[config.mk]
export PLATFORM = sky130hd
export DESIGN_NAME = encoder8_3_seq_flat
export DESIGN_NICKNAME = d
export VERILOG_FILES = /design/src/rtl/encoder8_3_seq_if.sv /design/src/rtl/encoder8_3_seq.sv /design/src/flat_wrapper.sv
export SDC_FILE = /design/constraint.sdc
export NUM_CORES = 1
export LEC_CHECK = 0
export CAP_MARGIN = 20
export CORE_AREA = 2 2 53 55
export DETAILED_ROUTE_END_ITERATION = 10
export DIE_AREA = 0 0 55 57
export HOLD_SLACK_MARGIN = 0.03
export PLACE_DENSITY = 0.72
export SYNTH_ARGS = -nofsm -noshare
export SYNTH_HDL_FRONTEND = slang
export SYNTH_SLANG_ARGS = --single-unit
[constraint.sdc]
create_clock -name clk -period 2.6 [get_ports clk]
set_input_delay 0.26 -clock clk [delete_from_list [all_inputs] [get_ports clk]]
set_output_delay 0.26 -clock clk [all_outputs]
set_load 0.02 [all_outputs]
[src/rtl/encoder8_3_seq_if.sv]
// encoder8_3_seq_if
//   Handshake bundle for the sequential 8-to-3 encoder.
//   Upstream side: in_valid / in_ready / d (request mask, N = 2**W bits).
//   Downstream side: out_valid / out_ready / code / out_last.
//   Status: cnt (set bits in the captured mask), zero_err (empty-mask pulse).
//   Modports:
//     master - the environment: drives mask and out_ready, observes the rest
//     slave  - the encoder: receives mask and out_ready, drives the rest
interface encoder8_3_seq_if #(
  parameter int W = 3
) ();
  localparam int N = 1 << W;

  logic         in_valid;
  logic         in_ready;
  logic [N-1:0] d;
  logic         out_valid;
  logic         out_ready;
  logic [W-1:0] code;
  logic         out_last;
  logic [W:0]   cnt;
  logic         zero_err;

  modport master (
    output in_valid, d, out_ready,
    input  in_ready, out_valid, code, out_last, cnt, zero_err
  );

  modport slave (
    input  in_valid, d, out_ready,
    output in_ready, out_valid, code, out_last, cnt, zero_err
  );
endinterface

[src/rtl/encoder8_3_seq.sv]
// encoder8_3_seq
//   Sequential encoder: captures an N-bit request mask and hands out the
//   binary index of every set bit, one per output handshake, then goes back
//   to accepting the next mask.
//   Ports:
//     clk  - single clock, all state on the rising edge
//     rst  - synchronous, active-high reset
//     bus  - encoder8_3_seq_if.slave (mask in, codes out, cnt, zero_err)
//   Build option:
//     ENC_ROUND_ROBIN_EN - when defined, the search for the next set bit
//     starts just above the last granted code and wraps; otherwise the
//     lowest set index always wins.
//
//   state | meaning
//   IDLE  | ready for a mask; no code offered
//   EMIT  | offering codes from the pending mask until the last one is taken
module encoder8_3_seq #(
  parameter int W = 3
) (
  input  logic             clk,
  input  logic             rst,
  encoder8_3_seq_if.slave  bus
);
  localparam int N = 1 << W;

  typedef enum logic {IDLE, EMIT} state_t;

  state_t       state_q;
  logic [N-1:0] pending_q;
  logic [W:0]   cnt_q;
  logic         zero_err_q;
  logic         in_ready_q;
  logic         out_valid_q;

  logic [W-1:0] start;
  logic [W-1:0] idx;
  logic [W-1:0] sel;
  logic         last;

`ifdef ENC_ROUND_ROBIN_EN
  logic [W-1:0] ptr_q;
  // ptr_q resets to N-1 so the first search begins at index 0.
  assign start = ptr_q + W'(1);
`else
  assign start = '0;
`endif

  function automatic logic [W:0] popcnt(input logic [N-1:0] v);
    logic [W:0] c;
    c = '0;
    for (int i = 0; i < N; i++) c = c + {{W{1'b0}}, v[i]};
    return c;
  endfunction

  // Walk the circular search order backwards so the final assignment is the
  // first set bit at or after 'start'.
  always_comb begin
    sel = '0;
    idx = '0;
    for (int k = N - 1; k >= 0; k--) begin
      idx = start + W'(k);
      if (pending_q[idx]) sel = idx;
    end
  end

  assign last = (pending_q != '0) && ((pending_q & (pending_q - N'(1))) == '0);

  always_ff @(posedge clk) begin
    if (rst) begin
      state_q     <= IDLE;
      pending_q   <= '0;
      cnt_q       <= '0;
      zero_err_q  <= 1'b0;
      in_ready_q  <= 1'b1;
      out_valid_q <= 1'b0;
`ifdef ENC_ROUND_ROBIN_EN
      ptr_q       <= '1;
`endif
    end else begin
      zero_err_q <= 1'b0;
      case (state_q)
        IDLE: begin
          if (bus.in_valid) begin
            pending_q <= bus.d;
            cnt_q     <= popcnt(bus.d);
            if (bus.d != '0) begin
              state_q     <= EMIT;
              in_ready_q  <= 1'b0;
              out_valid_q <= 1'b1;
            end else begin
              zero_err_q <= 1'b1;
            end
          end
        end
        EMIT: begin
          if (bus.out_ready) begin
            pending_q[sel] <= 1'b0;
`ifdef ENC_ROUND_ROBIN_EN
            ptr_q          <= sel;
`endif
            if (last) begin
              state_q     <= IDLE;
              in_ready_q  <= 1'b1;
              out_valid_q <= 1'b0;
            end
          end
        end
        default: state_q <= IDLE;
      endcase
    end
  end

  // pending_q is empty whenever IDLE, so code/out_last read 0 there.
  assign bus.in_ready  = in_ready_q;
  assign bus.out_valid = out_valid_q;
  assign bus.code      = sel;
  assign bus.out_last  = last;
  assign bus.cnt       = cnt_q;
  assign bus.zero_err  = zero_err_q;
endmodule

[src/flat_wrapper.sv]
// flat-port wrapper written by rule: the top's interface ports become plain ports
module encoder8_3_seq_flat 
#(
  parameter int W = 3
)
  (clk, rst, bus_in_valid, bus_d, bus_out_ready, bus_in_ready, bus_out_valid, bus_code, bus_out_last, bus_cnt, bus_zero_err);
  encoder8_3_seq_if #(.W(W)) bus_i ();
  input  logic clk;
  input  logic rst;
  input wire logic [$bits(bus_i.in_valid)-1:0] bus_in_valid;
  input wire logic [$bits(bus_i.d)-1:0] bus_d;
  input wire logic [$bits(bus_i.out_ready)-1:0] bus_out_ready;
  output wire logic [$bits(bus_i.in_ready)-1:0] bus_in_ready;
  output wire logic [$bits(bus_i.out_valid)-1:0] bus_out_valid;
  output wire logic [$bits(bus_i.code)-1:0] bus_code;
  output wire logic [$bits(bus_i.out_last)-1:0] bus_out_last;
  output wire logic [$bits(bus_i.cnt)-1:0] bus_cnt;
  output wire logic [$bits(bus_i.zero_err)-1:0] bus_zero_err;
  assign bus_i.in_valid = bus_in_valid;
  assign bus_i.d = bus_d;
  assign bus_i.out_ready = bus_out_ready;
  assign bus_in_ready = bus_i.in_ready;
  assign bus_out_valid = bus_i.out_valid;
  assign bus_code = bus_i.code;
  assign bus_out_last = bus_i.out_last;
  assign bus_cnt = bus_i.cnt;
  assign bus_zero_err = bus_i.zero_err;
  encoder8_3_seq #(.W(W)) u_core (.clk(clk), .rst(rst), .bus(bus_i));
endmodule
* Word-level counts from Yosys, hierarchy flattened *
Cells that the tools add are included.
Widths: inputs -> output; s select.

word-level totals
  bits in writable memories = 0
  input port bits = 12
  memories kept = 0
  output and inout bits = 11
  bits in read-only memories = 0
  bits in latches = 0
  register bits after elaboration = 16

cells by class
  mux-type cells = 29
  reduce and logical (&&, ||, !) cells = 9
  $add $sub $neg = 8
  divide/modulo/power cells = 0
  magnitude comparators = 2
  shifts and indexed selects = 0
  bitwise operators = 5
  multiply operators = 0
  equal/unequal tests = 4

operators by type and width
  operator             number
  $add 4x1->4          6
  $mux 3               8
  $and 8x8->8          2
  $mux 8               2
  $pmux 8 s2           1
  $reduce_bool 8->1    2
  $mux 1               14
  $logic_not 8->1      1
  $not 8->8            1
  $sub 8x1->8 const B  1
  $ne 2x2->1 const B   3
  $pmux 1 s2           3
  $lt 3x4->1 const B   1
  $reduce_and 2->1     2
  $reduce_and 4->1     1
  $demux 1 s3          1
  $ge 3x1->1 const B   1
  $reduce_or 3->1      1
  $add 1x1->2          1
  $logic_and 1x1->1    2
  $ne 2x1->1 const B   1
  $not 1->1            2

* Depth between registers and ports, before layout *
  word-level depth = 16
  gate-level depth with buffers = 11
  mapped depth without buffers = 11

* Worst setup path before layout *
No wires, ideal clock.

  kind = in2reg
  start point = in bus_d[0]
  end point = reg u_core.cnt_q[2] (netlist: u_core.bus.cnt[2])
  arrival time = 2583 ps
  data required time = 2530 ps
  setup slack = -53 ps
  stages on the path = 10
  path buffers = 0
  path through = inv_1 ha_1 inv_1 fa_1 fa_1 fa_1 fa_1 xnor2_1 nand2_1 a21oi_1

between the ends
  cells in the longest elaborated chain, start to end = 7

RTL lines
  element                   line                  source
  from (decl)               flat_wrapper.sv:11    input wire logic [$bits(bus_i.d)-1:0] bus_d;
  $add 1x1->2               encoder8_3_seq.sv:51  for (int i = 0; i < N; i++) c = c + {{W{1'b0}}, v[i]};
  $add 4x1->4 (6 in a row)  encoder8_3_seq.sv:51
  to (signal assigned)      encoder8_3_seq.sv:85  cnt_q <= popcnt(bus.d);
  to (decl)                 encoder8_3_seq.sv:30  logic [W:0] cnt_q;

No other way between the ends.
A chain may end at the register's enable or synchronous reset.

* Final worst setup path *
Ends and elaborated chain as after synthesis.

==> results.toml <==
[status]
status = "finished clean"

[global_routing]
grt_pass1_wl_mm = 4.55
track_usage_pct = 19.6
grt_max_degree = 17
antenna_found_initial = 0
grt_overflow = 0
grt_pass1_vias = 1024

[worst_setup_path]
worstSetupStartpoint = "bus_d[0]"
crit_type = "in2reg"
cp.required_ns = 2.82
crit_arrival_ns = 2.70
cp_slowest_cell = "fa_1"
cp-start-kind = "primary input"
cpPeakStageDelay_ns = 0.51
worstPathMaxFanout = 2
end_kind = "register"
reg2reg_from = "u_core.state_q"
crit_path_cell_trace = "buf_2 -> inv_1 -> ha_1 -> inv_2 -> fa_1 -> fa_1 -> fa_2 -> fa_2 -> xnor2_2 -> nand2_1 -> a21oi_2"

[drt]
drt-total-wl_mm = 2.70
vias = 1085
drt_iter0_drc = 41
vias_per_cell = 5.56
drtAntennaViolNets = 0
drc = 0
routedWlPerCell_um = 13.8
first_pass_iters = 4

[pwr]
total_power_uw = 802
ir_drop_mv = 0.292
power.density_mw_per_mm2 = 571
p_leak_nw = 0.577

[final_layout]
final_layout_size_suffix_gt1_share_pct = 12.8
nets = 185
multi_input_area_um2 = 683
fin_util_pct = 53.7
nFillCells = 286
syn_to_final_growth_pct = 27.4
ff_latch_area_um2 = 320
antenna_cells = 0

[place]
post-place-ws_ns = -0.636
dp_hpwl_mm = 2.07
port_buffers = 22
place.gp.congestion = 0.876

[sta]
fmax_ghz = 0.403
slew_viol_final = 0
finalWorstSetupSlack_ns = 0.119
fin_skew_ns = 0.000873
hold_violations = 0
max-slew-margin-rel_pct = 57.1
post-route-period-util_pct = 95.4
setup_tns_ns = 0
setup_viol = 0
post-route-min-period_ns = 2.48
worstMarginPinSlew_ns = 0.635
rsz0062_at_grt = "false"

[synthesis]
yosys_register_bits = 16
syn_avg_cell_area_um2 = 7.93
seq_area_frac_synth_pct = 29.1
syn_inst = 139
synth.distinct_cells = 37
yosysWarnings = 0
syn_nets = 159
syn_area_mm2 = 0.00110

[min_path]
min_path_type = "in2reg"
min_from = "bus_d[1]"

[clock_network]
clock_path_buffers = 2
cts_buffers = 3
htree_levels = 1
tritoncts = "yes"
cts_root_buf = "clkbuf_4"
clock_latency_ns = 0.28
cts.sinks = 16
cts_setup_buffers = 0
clk_pin_slew_worst_paths_ns = 0.10
postCtsHoldBufs = 0

[die]
initial_core_util_pct = 42.2
io_pins = 23
core_area_mm2 = 0.00262
die_y_um = 57
die_area_mm2 = 0.00314
row_count = 19
die_w_um = 55

[run]
cap_viol_max_count = 0
[worst paths after layout]
kind / cells after the start / to / slack (ns)
max: 11 / u_core.bus.cnt[2] / 0.12
min: 4 / u_core.pending_q[1] / 0.33
max reg2reg: 4 / u_core.bus.in_ready / 0.89
min reg2reg: 2 / u_core.bus.cnt[3] / 0.47
[synthesized netlist by cell type]
library cell | count | share of area, %
a211oi_1 | 6 | 4.1
a21boi_0 | 3 | 2.0
a21oi_1 | 11 | 5.0
a221o_1 | 1 | 0.91
a221oi_1 | 1 | 0.79
a22oi_1 | 1 | 0.68
a311oi_1 | 2 | 1.6
a31oi_1 | 1 | 0.57
a32oi_1 | 1 | 0.79
and2b_2 | 1 | 0.79
buf_6 | 1 | 1.0
clkbuf_1 | 4 | 1.4
clkbuf_2 | 1 | 0.45
clkbuf_8 | 2 | 2.5
dfxtp_1 | 16 | 29
fa_1 | 4 | 7.3
ha_1 | 4 | 4.5
inv_1 | 15 | 5.1
mux2i_1 | 1 | 0.91
nand2_1 | 14 | 4.8
nand2b_1 | 1 | 0.57
nand3_1 | 3 | 1.4
nand4_1 | 1 | 0.57
nor2_1 | 20 | 6.8
nor2b_1 | 1 | 0.57
nor3_1 | 3 | 1.4
nor3b_1 | 1 | 0.68
nor4_1 | 2 | 1.1
nor4_4 | 1 | 1.9
nor4b_1 | 3 | 2.4
o211ai_1 | 2 | 1.4
o21ai_0 | 5 | 2.3
o21bai_1 | 1 | 0.68
o31ai_1 | 1 | 0.68
o41ai_1 | 1 | 0.79
or4_4 | 1 | 1.0
xnor2_1 | 2 | 1.6
[routing by layer]
layer / vias up / global-route usage (%) / wire [um]
li1: 535 / - / -
met2: 27 / 30.8 / 1390
met5: - / 0 / 0
met4: 0 / 6.97 / 23
met3: 4 / 3.66 / 123
met1: 519 / 26.4 / 1160
[cells by family after synthesis]
family	synth area share, %
AND/OR/NAND/NOR	24.0
adder cells (fa/ha/maj)	11.8
multiplexers	0.908
buffers and inverters	10.4
AO/OA/AOI/OAI	22.2
XOR/XNOR	1.59
flip-flops	29.1
[cell type report]
type / count / area share (%)
inverter: 15 / 4.01
tap: 31 / 2.76
clock buffer: 4 / 2.58
timing repair buffer: 29 / 19.2
multi-input combinational: 100 / 48.7
sequential: 16 / 22.8
[cell usage in the layout, fill, tap and decap left out, drive strengths merged, types with 2 or more instances in the layout]
cell type and count:
nor2 20, clkdlybuf4s50 17, dfxtp 16, inv 15, nand2 14, a21oi 11, buf 9, a211oi 6
o21ai 5, ha 4, clkbuf 4, fa 4, a21boi 3, nor4b 3, nor3 3, nand3 3
nor4 3, o211ai 2, a311oi 2, dlygate4sd2 2, xnor2 2
[power breakdown]
| group | switching, mW | internal [mW] | leakage, nW | total (mW) |
|---|---|---|---|---|
| Clock | 0.0816 | 0.0852 | 0.0210 | 0.167 |
| Combinational | 0.165 | 0.158 | 0.424 | 0.323 |
| Sequential | 0.0415 | 0.270 | 0.132 | 0.312 |
| Total | 0.289 | 0.513 | 0.577 | 0.802 |
[repair_timing]
| item | in CTS | in global routing |
|---|---|---|
| pin swaps | 7 | 4 |
| endpoints found under the hold margin | 0 | 0 |
| resized for setup | 14 | 2 |
| gates cloned | 0 | 0 |
| setup endpoints to repair | 2 | 2 |
[metrics by stage]
step           hold slack (ns)  area (um^2)  cells
6_report                 0.335         1400    195
2_1_floorplan            0.369         1100    139
3_5_place_dp             0.455         1360    191
3_3_place_gp             0.444         1360    191
4_1_cts                  0.320         1390    195
5_1_grt                  0.322         1400    195
[critical path: cells and delay by family]
kind	cells	cell delay [ns]
buffers and inverters	3	0.17
xor gates and xnor gates	1	0.13
AOI/OAI and AO/OA	1	0.13
adders and majority gates	5	1.94
and+or+nand+nor	1	0.08
[registers in the layout (all words and copies together), names as in the netlist]
signal and cells:
u_core.bus.cnt 4, u_core.bus.in_ready 1, u_core.bus.out_valid 1, u_core.bus.zero_err 1, u_core.pending_q 8, u_core.state_q 1
Power figures use the tool's default switching activity.
